## src/rtl/vliw_hazard_scoreboard_if.sv

```systemverilog
// ID-stage bundle bus for the VLIW hazard scoreboard: decoded bundle and
// pipeline controls in, stall/enable controls and the stall counter out.
interface vliw_hazard_scoreboard_if #(
   parameter int SLOTS = 2,
   parameter int REGW  = 5,
   parameter int CNTW  = 32
);
   logic [SLOTS-1:0]        id_valid;
   logic [SLOTS*3*REGW-1:0] id_src;
   logic [SLOTS*3-1:0]      id_src_used;
   logic [SLOTS*REGW-1:0]   id_dest;
   logic [SLOTS-1:0]        id_regwrite;
   logic [SLOTS-1:0]        id_memread;
   logic [SLOTS-1:0]        id_branch;
   logic                    ext_stall;
   logic                    flush;
   logic                    pc_write;
   logic                    if_id_write;
   logic                    id_ex_bubble;
   logic [CNTW-1:0]         stall_cycles;

   // No valid/ready pair here: the bundle is presented by ID every cycle and
   // is consumed (issued) in a cycle where pc_write=1 and id_ex_bubble=0.
   modport master (
      output id_valid, id_src, id_src_used, id_dest, id_regwrite,
             id_memread, id_branch, ext_stall, flush,
      input  pc_write, if_id_write, id_ex_bubble, stall_cycles
   );

   modport slave (
      input  id_valid, id_src, id_src_used, id_dest, id_regwrite,
             id_memread, id_branch, ext_stall, flush,
      output pc_write, if_id_write, id_ex_bubble, stall_cycles
   );
endinterface

```

## src/rtl/vliw_hazard_scoreboard.sv

```systemverilog
// Per-register countdown scoreboard deciding load-use / branch-operand stalls
// for an N-slot VLIW bundle in ID, plus a saturating stall-cycle counter.
module vliw_hazard_scoreboard #(
   parameter int SLOTS    = 2,
   parameter int NREG     = 32,
   parameter int REGW     = 5,
   parameter int LOAD_USE = 1,
   parameter int BR_EXTRA = 1,
   parameter int CNTW     = 32
) (
   input logic                    clk,
   input logic                    reset,
   vliw_hazard_scoreboard_if.slave bus
);
   localparam int CMAX = BR_EXTRA + LOAD_USE;
   localparam int CW   = (CMAX < 2) ? 1 : $clog2(CMAX + 1);
   localparam logic [CW-1:0] LAT_ALU  = CW'(BR_EXTRA);
   localparam logic [CW-1:0] LAT_LOAD = CW'(CMAX);
   localparam logic [CW-1:0] THR_NORM = CW'(BR_EXTRA);

   logic [CW-1:0]   cnt_q [NREG];
   logic [CW-1:0]   cnt_d [NREG];
   logic [CNTW-1:0] stall_cycles_q;
   logic [CNTW-1:0] stall_cycles_d;

   logic            hazard;
   logic            stall_raise;
   logic            issue;
   logic [REGW-1:0] src_idx;
   logic [REGW-1:0] dest_idx;
   logic [CW-1:0]   lat;
   logic [NREG-1:0] claimed;

   // Readiness uses only the registered counts, so slots of one bundle never
   // see each other's writes.
   always_comb begin
      hazard  = 1'b0;
      src_idx = '0;
      for (int s = 0; s < SLOTS; s++) begin
         for (int k = 0; k < 3; k++) begin
            src_idx = bus.id_src[(s*3+k)*REGW +: REGW];
            if (bus.id_valid[s] && bus.id_src_used[s*3+k] &&
                src_idx != '0 && int'(src_idx) < NREG) begin
               if (bus.id_branch[s]) begin
                  if (cnt_q[src_idx] != '0) hazard = 1'b1;
               end else begin
                  if (cnt_q[src_idx] > THR_NORM) hazard = 1'b1;
               end
            end
         end
      end
   end

   assign stall_raise = hazard & ~bus.flush;
   assign issue       = (|bus.id_valid) & ~hazard & ~bus.ext_stall & ~bus.flush;

   assign bus.id_ex_bubble = stall_raise;
   assign bus.pc_write     = ~stall_raise & ~bus.ext_stall;
   assign bus.if_id_write  = ~stall_raise & ~bus.ext_stall;
   assign bus.stall_cycles = stall_cycles_q;

   // A new producer overrides the decrement; when two slots hit the same
   // destination the longer latency is kept.
   always_comb begin
      claimed  = '0;
      dest_idx = '0;
      lat      = '0;
      for (int r = 0; r < NREG; r++) cnt_d[r] = cnt_q[r];
      if (!bus.ext_stall) begin
         for (int r = 1; r < NREG; r++) begin
            if (cnt_q[r] != '0) cnt_d[r] = cnt_q[r] - 1'b1;
         end
         if (issue) begin
            for (int s = 0; s < SLOTS; s++) begin
               dest_idx = bus.id_dest[s*REGW +: REGW];
               lat      = bus.id_memread[s] ? LAT_LOAD : LAT_ALU;
               if (bus.id_valid[s] && bus.id_regwrite[s] &&
                   dest_idx != '0 && int'(dest_idx) < NREG) begin
                  if (!claimed[dest_idx] || lat > cnt_d[dest_idx]) cnt_d[dest_idx] = lat;
                  claimed[dest_idx] = 1'b1;
               end
            end
         end
      end
      cnt_d[0] = '0;
   end

   always_comb begin
      stall_cycles_d = stall_cycles_q;
      if (stall_raise && !bus.ext_stall && stall_cycles_q != {CNTW{1'b1}})
         stall_cycles_d = stall_cycles_q + 1'b1;
   end

   always_ff @(posedge clk or posedge reset) begin
      if (reset) begin
         for (int r = 0; r < NREG; r++) cnt_q[r] <= '0;
         stall_cycles_q <= '0;
      end else begin
         for (int r = 0; r < NREG; r++) cnt_q[r] <= cnt_d[r];
         stall_cycles_q <= stall_cycles_d;
      end
   end
endmodule

```

## src/flat_wrapper.sv

```systemverilog
// flat-port wrapper written by rule: the top's interface ports become plain ports
module vliw_hazard_scoreboard_flat 
#(
   parameter int SLOTS    = 2,
   parameter int NREG     = 32,
   parameter int REGW     = 5,
   parameter int LOAD_USE = 1,
   parameter int BR_EXTRA = 1,
   parameter int CNTW     = 32
)
  (clk, reset, bus_id_valid, bus_id_src, bus_id_src_used, bus_id_dest, bus_id_regwrite, bus_id_memread, bus_id_branch, bus_ext_stall, bus_flush, bus_pc_write, bus_if_id_write, bus_id_ex_bubble, bus_stall_cycles);
  vliw_hazard_scoreboard_if #(.SLOTS(SLOTS), .REGW(REGW), .CNTW(CNTW)) bus_i ();
  input logic clk;
  input logic reset;
  input wire logic [$bits(bus_i.id_valid)-1:0] bus_id_valid;
  input wire logic [$bits(bus_i.id_src)-1:0] bus_id_src;
  input wire logic [$bits(bus_i.id_src_used)-1:0] bus_id_src_used;
  input wire logic [$bits(bus_i.id_dest)-1:0] bus_id_dest;
  input wire logic [$bits(bus_i.id_regwrite)-1:0] bus_id_regwrite;
  input wire logic [$bits(bus_i.id_memread)-1:0] bus_id_memread;
  input wire logic [$bits(bus_i.id_branch)-1:0] bus_id_branch;
  input wire logic [$bits(bus_i.ext_stall)-1:0] bus_ext_stall;
  input wire logic [$bits(bus_i.flush)-1:0] bus_flush;
  output wire logic [$bits(bus_i.pc_write)-1:0] bus_pc_write;
  output wire logic [$bits(bus_i.if_id_write)-1:0] bus_if_id_write;
  output wire logic [$bits(bus_i.id_ex_bubble)-1:0] bus_id_ex_bubble;
  output wire logic [$bits(bus_i.stall_cycles)-1:0] bus_stall_cycles;
  assign bus_i.id_valid = bus_id_valid;
  assign bus_i.id_src = bus_id_src;
  assign bus_i.id_src_used = bus_id_src_used;
  assign bus_i.id_dest = bus_id_dest;
  assign bus_i.id_regwrite = bus_id_regwrite;
  assign bus_i.id_memread = bus_id_memread;
  assign bus_i.id_branch = bus_id_branch;
  assign bus_i.ext_stall = bus_ext_stall;
  assign bus_i.flush = bus_flush;
  assign bus_pc_write = bus_i.pc_write;
  assign bus_if_id_write = bus_i.if_id_write;
  assign bus_id_ex_bubble = bus_i.id_ex_bubble;
  assign bus_stall_cycles = bus_i.stall_cycles;
  vliw_hazard_scoreboard #(.SLOTS(SLOTS), .NREG(NREG), .REGW(REGW), .LOAD_USE(LOAD_USE), .BR_EXTRA(BR_EXTRA), .CNTW(CNTW)) u_core (.clk(clk), .reset(reset), .bus(bus_i));
endmodule
```

## config.mk

```make
export PLATFORM = sky130hd
export DESIGN_NAME = vliw_hazard_scoreboard_flat
export DESIGN_NICKNAME = d
export VERILOG_FILES = /design/src/rtl/vliw_hazard_scoreboard_if.sv /design/src/rtl/vliw_hazard_scoreboard.sv /design/src/flat_wrapper.sv
export SDC_FILE = /design/constraint.sdc
export NUM_CORES = 1
export LEC_CHECK = 0
export BUFFER_PORTS_ARGS = -buffer_cell sky130_fd_sc_hd__buf_2
export CAP_MARGIN = 15
export CORE_UTILIZATION = 44
export CTS_BUF_LIST = sky130_fd_sc_hd__clkbuf_4 sky130_fd_sc_hd__clkbuf_8
export DETAILED_ROUTE_END_ITERATION = 10
export GPL_TIMING_DRIVEN = 0
export SETUP_SLACK_MARGIN = 0.1
export SYNTH_ARGS = -nofsm -noshare
export SYNTH_HDL_FRONTEND = slang
export SYNTH_SLANG_ARGS = --single-unit
```

## constraint.sdc

```tcl
create_clock -name clk -period 3.9 [get_ports clk]
set_input_delay 0.585 -clock clk [delete_from_list [all_inputs] [get_ports clk]]
set_output_delay 0.585 -clock clk [all_outputs]
set_load 0.01 [all_outputs]
```

==> metrics.csv <==
metric;value;unit
status;complete, but fails checks;
failing checks;setup timing;
# setup viols final;62;
Max Cap Viol;0;
worst hold path class;input pin to async pin;
Via density;6.94;
Clk Latency, worst-skew pair;0.42;ns
CP max FO;8;
Clock Sinks;94;
Yosys top cell area share;23.1;%
Final GP Congestion;1.00;
Reg2Reg Setup Slack;-0.43;ns
VDD IR max;0.000144;V
Buffers on Ports;80;
Clock Pin Slew Worst Setup and Hold Paths;0.11;ns
DP Wirelength;29.8;mm
Initial DRC Count;1200;
CP Launch Type;input pin;
top_reg_cell synth;dfrtp_1;
clock tree buffer depth;2;
First-pass DRT Iterations;7;
Mapped Avg Cell Area;9.32;um^2
Die X;154;um
routed len/inst;27.1;um
Setup CP Type;input pin to register;
ANT nets after route;0;
Worst Path Required;4.21;ns
FF-to-FF End;u_core.cnt_q[13];
RSZ-0062 raised after global routing;true;
fin nets;1286;
post-synthesis register bit count;94;
post-synth net total;1153;
Yosys warning count;0;
Core Area;22600;um^2
IO Count;93;
ranking of synthesized cells by area;dfrtp_1 (23%), mux4_2 (19%), mux2i_1 (9.6%);
Synth Cell Area;10200;um^2
Post-synth EDFFs;0;
leak pwr;0.00503;uW
DR DRC count;0;
Least-Margin Pin Slew;1.32;ns
Seq/Total Area, Yosys;23.1;%
CTS HTree Levels;3;
initial antenna violation count;0;
Root Driver;clkbuf_8;
fin crit share;116;%
arrival time worst endpoint;4.85;ns
Distinct cells, synth;68;
Layout area overhead;23.1;%
CTS buffer count;9;
number of global-route vias before repair;10178;
hold_buf cts;0;
pre-CTS WS;-1.51;ns
Total Neg Setup Slack;-33.17;ns
CTS tree;built;
Starting Density;44.9;%
Rows;55;
Worst Skew;0.0364;ns
Mapped Cells;1092;
largest net degree at the start of global routing;56;
Period minus WS final;4.54;ns
Die ar.;23700;um^2
total global-route track usage;34.7;%
Final WS setup;-0.637;ns
Hold Fails Final Rpt;0;
Pins Over Slew Limit;0;
layout cells sized above 1;38.8;%
largest area contributor in the synthesized netlist;dfrtp_1;
Max-Slew Margin vs Limit;12.3;%
Worst Reg2Reg Path Length in Cells;17;
Pwr Density;192;nW/um^2
FMAX;0.220;GHz
first-pass GRT wire length;61.6;mm
placed cell area;11200;um^2
total wire length;41.1;mm
CP endpoint kind;register;
Synth async-reset ratio;100;%
Layout Utilization;55.3;%
vias;10523;
fillcell total;2050;
GR Overflow Total;0;
worst r2r src;u_core.cnt_q[55];
Die Height;154;um
post-route cell area;12500;um^2
-- placed cells by master, fill, tap and decap left out, types with 32 or more instances in the layout --
cell and count:
mux2i_1 98, nand2_1 84, mux4_2 86, xnor2_1 32, dfrtp_1 75, buf_4 43
a21oi_1 38, buf_2 97, nor2_1 38, nand2b_1 42
-- stage by stage --
stage / cells / hold WS (ns) / power [uW]
global route: 1515 / 0.246 / 2480
global placement: 1457 / 0.471 / 1610
floorplan: 1092 / 0.515 / 1400
CTS: 1499 / 0.241 / 2370
detailed placement: 1458 / 0.478 / 1620
finish: 1516 / 0.217 / 2400
-- logic make-up (layout without fill, tap and decap cells) --
group / count (synthesis) / in the layout / synth area share (%)
adders and majority gates: 3 / 3 / 0.369
AOI/OAI and AO/OA: 232 / 232 / 16.9
other: 0 / 1 / 0
xor gates and xnor gates: 35 / 35 / 3.01
and+or+nand+nor: 394 / 394 / 19.7
muxes: 212 / 212 / 31.8
DFF: 94 / 94 / 23.1
buffers and inverters: 122 / 260 / 5.06
-- cell usage after synthesis (10+ instances only) --
| library cell | n |
|---|---|
| nand3_1 | 25 |
| o21ai_0 | 22 |
| xnor2_1 | 32 |
| buf_1 | 11 |
| a211o_1 | 11 |
| nor3_1 | 18 |
| a21oi_1 | 56 |
| nand3b_1 | 10 |
| clkbuf_1 | 53 |
| a221o_1 | 21 |
| nor2_1 | 72 |
| a31oi_1 | 10 |
| a211oi_2 | 10 |
| and2_1 | 29 |
| nand2b_1 | 42 |
| inv_1 | 26 |
| mux2i_1 | 98 |
| mux2_2 | 28 |
| buf_2 | 24 |
| nand4_1 | 24 |
| nor2b_1 | 12 |
| and3_1 | 19 |
| mux4_2 | 86 |
| a211oi_1 | 10 |
| nand2_1 | 113 |
| dfrtp_1 | 94 |
| o22ai_1 | 12 |
| o221ai_1 | 29 |
-- power by group --
part           internal [uW]  switching (uW)
registers                999            40.8
clock network            267             442
logic                    246             406
-- state kept, by name (all words and copies together) (netlist names) --
register / cells
u_core.bus.stall_cycles: 32
u_core.cnt_q: 62
-- per-layer routing --
layer / track usage, % / part of all wire (%) / routed length, um
met3: 6.45 / 10 / 4250
met1: 46.9 / 40 / 16600
met2: 54.6 / 45 / 18500
met4: 14.3 / 4.3 / 1780
met5: 0 / 0 / 0
-- how the worst max path moves through the flow --
| stage | depth (start not counted) | slack, ns | start | end |
|---|---|---|---|---|
| 2_1_floorplan | 18 | -0.52 | bus_id_dest[3] | u_core.cnt_q[51] |
| 3_3_place_gp | 19 | -1.48 | bus_id_dest[1] | u_core.cnt_q[1] |
| 3_5_place_dp | 19 | -1.51 | bus_id_dest[1] | u_core.cnt_q[9] |
| 4_1_cts | 20 | -0.55 | bus_id_dest[0] | u_core.cnt_q[25] |
| 5_1_grt | 20 | -0.71 | bus_id_dest[0] | u_core.cnt_q[5] |
| 6_report | 19 | -0.64 | bus_id_valid[0] | u_core.cnt_q[13] |
-- timing repair --
item                       in CTS  in global routing
resized for setup             110                122
buffers inserted               29                 23
pin swaps                      42                 31
setup endpoints to repair      65                 65
gates cloned                    1                  0
-- critical path: stages --
cell	delay [ns]
buf_4	0.18
and2_1	0.21
nand3b_1	0.19
nor2_1	0.34
a21oi_1	0.22
mux4_2	0.50
mux4_2	0.52
mux2_4	0.31
ha_4	0.26
nor2b_1	0.11
o21ai_1	0.08
nand2_2	0.11
a31oi_4	0.05
buf_12	0.18
nor3_4	0.28
buf_6	0.21
nand2_4	0.07
a211o_1	0.34
o21ai_1	0.09
-- layout make-up --
cell class              instances  area [um^2]  share of cell area, %
plain buffers                  82          479                   3.83
clock inverters                 6         58.8                  0.470
diodes                          1         2.50                 0.0200
clock buffers                  10          138                   1.10
inverters                      28          109                  0.869
well taps                     285          357                   2.85
repair buffers                134          948                   7.58
flip-flops and latches         94         2380                   19.0
multi-input cells             876         8050                   64.3
Power figures use the tool's default switching activity.
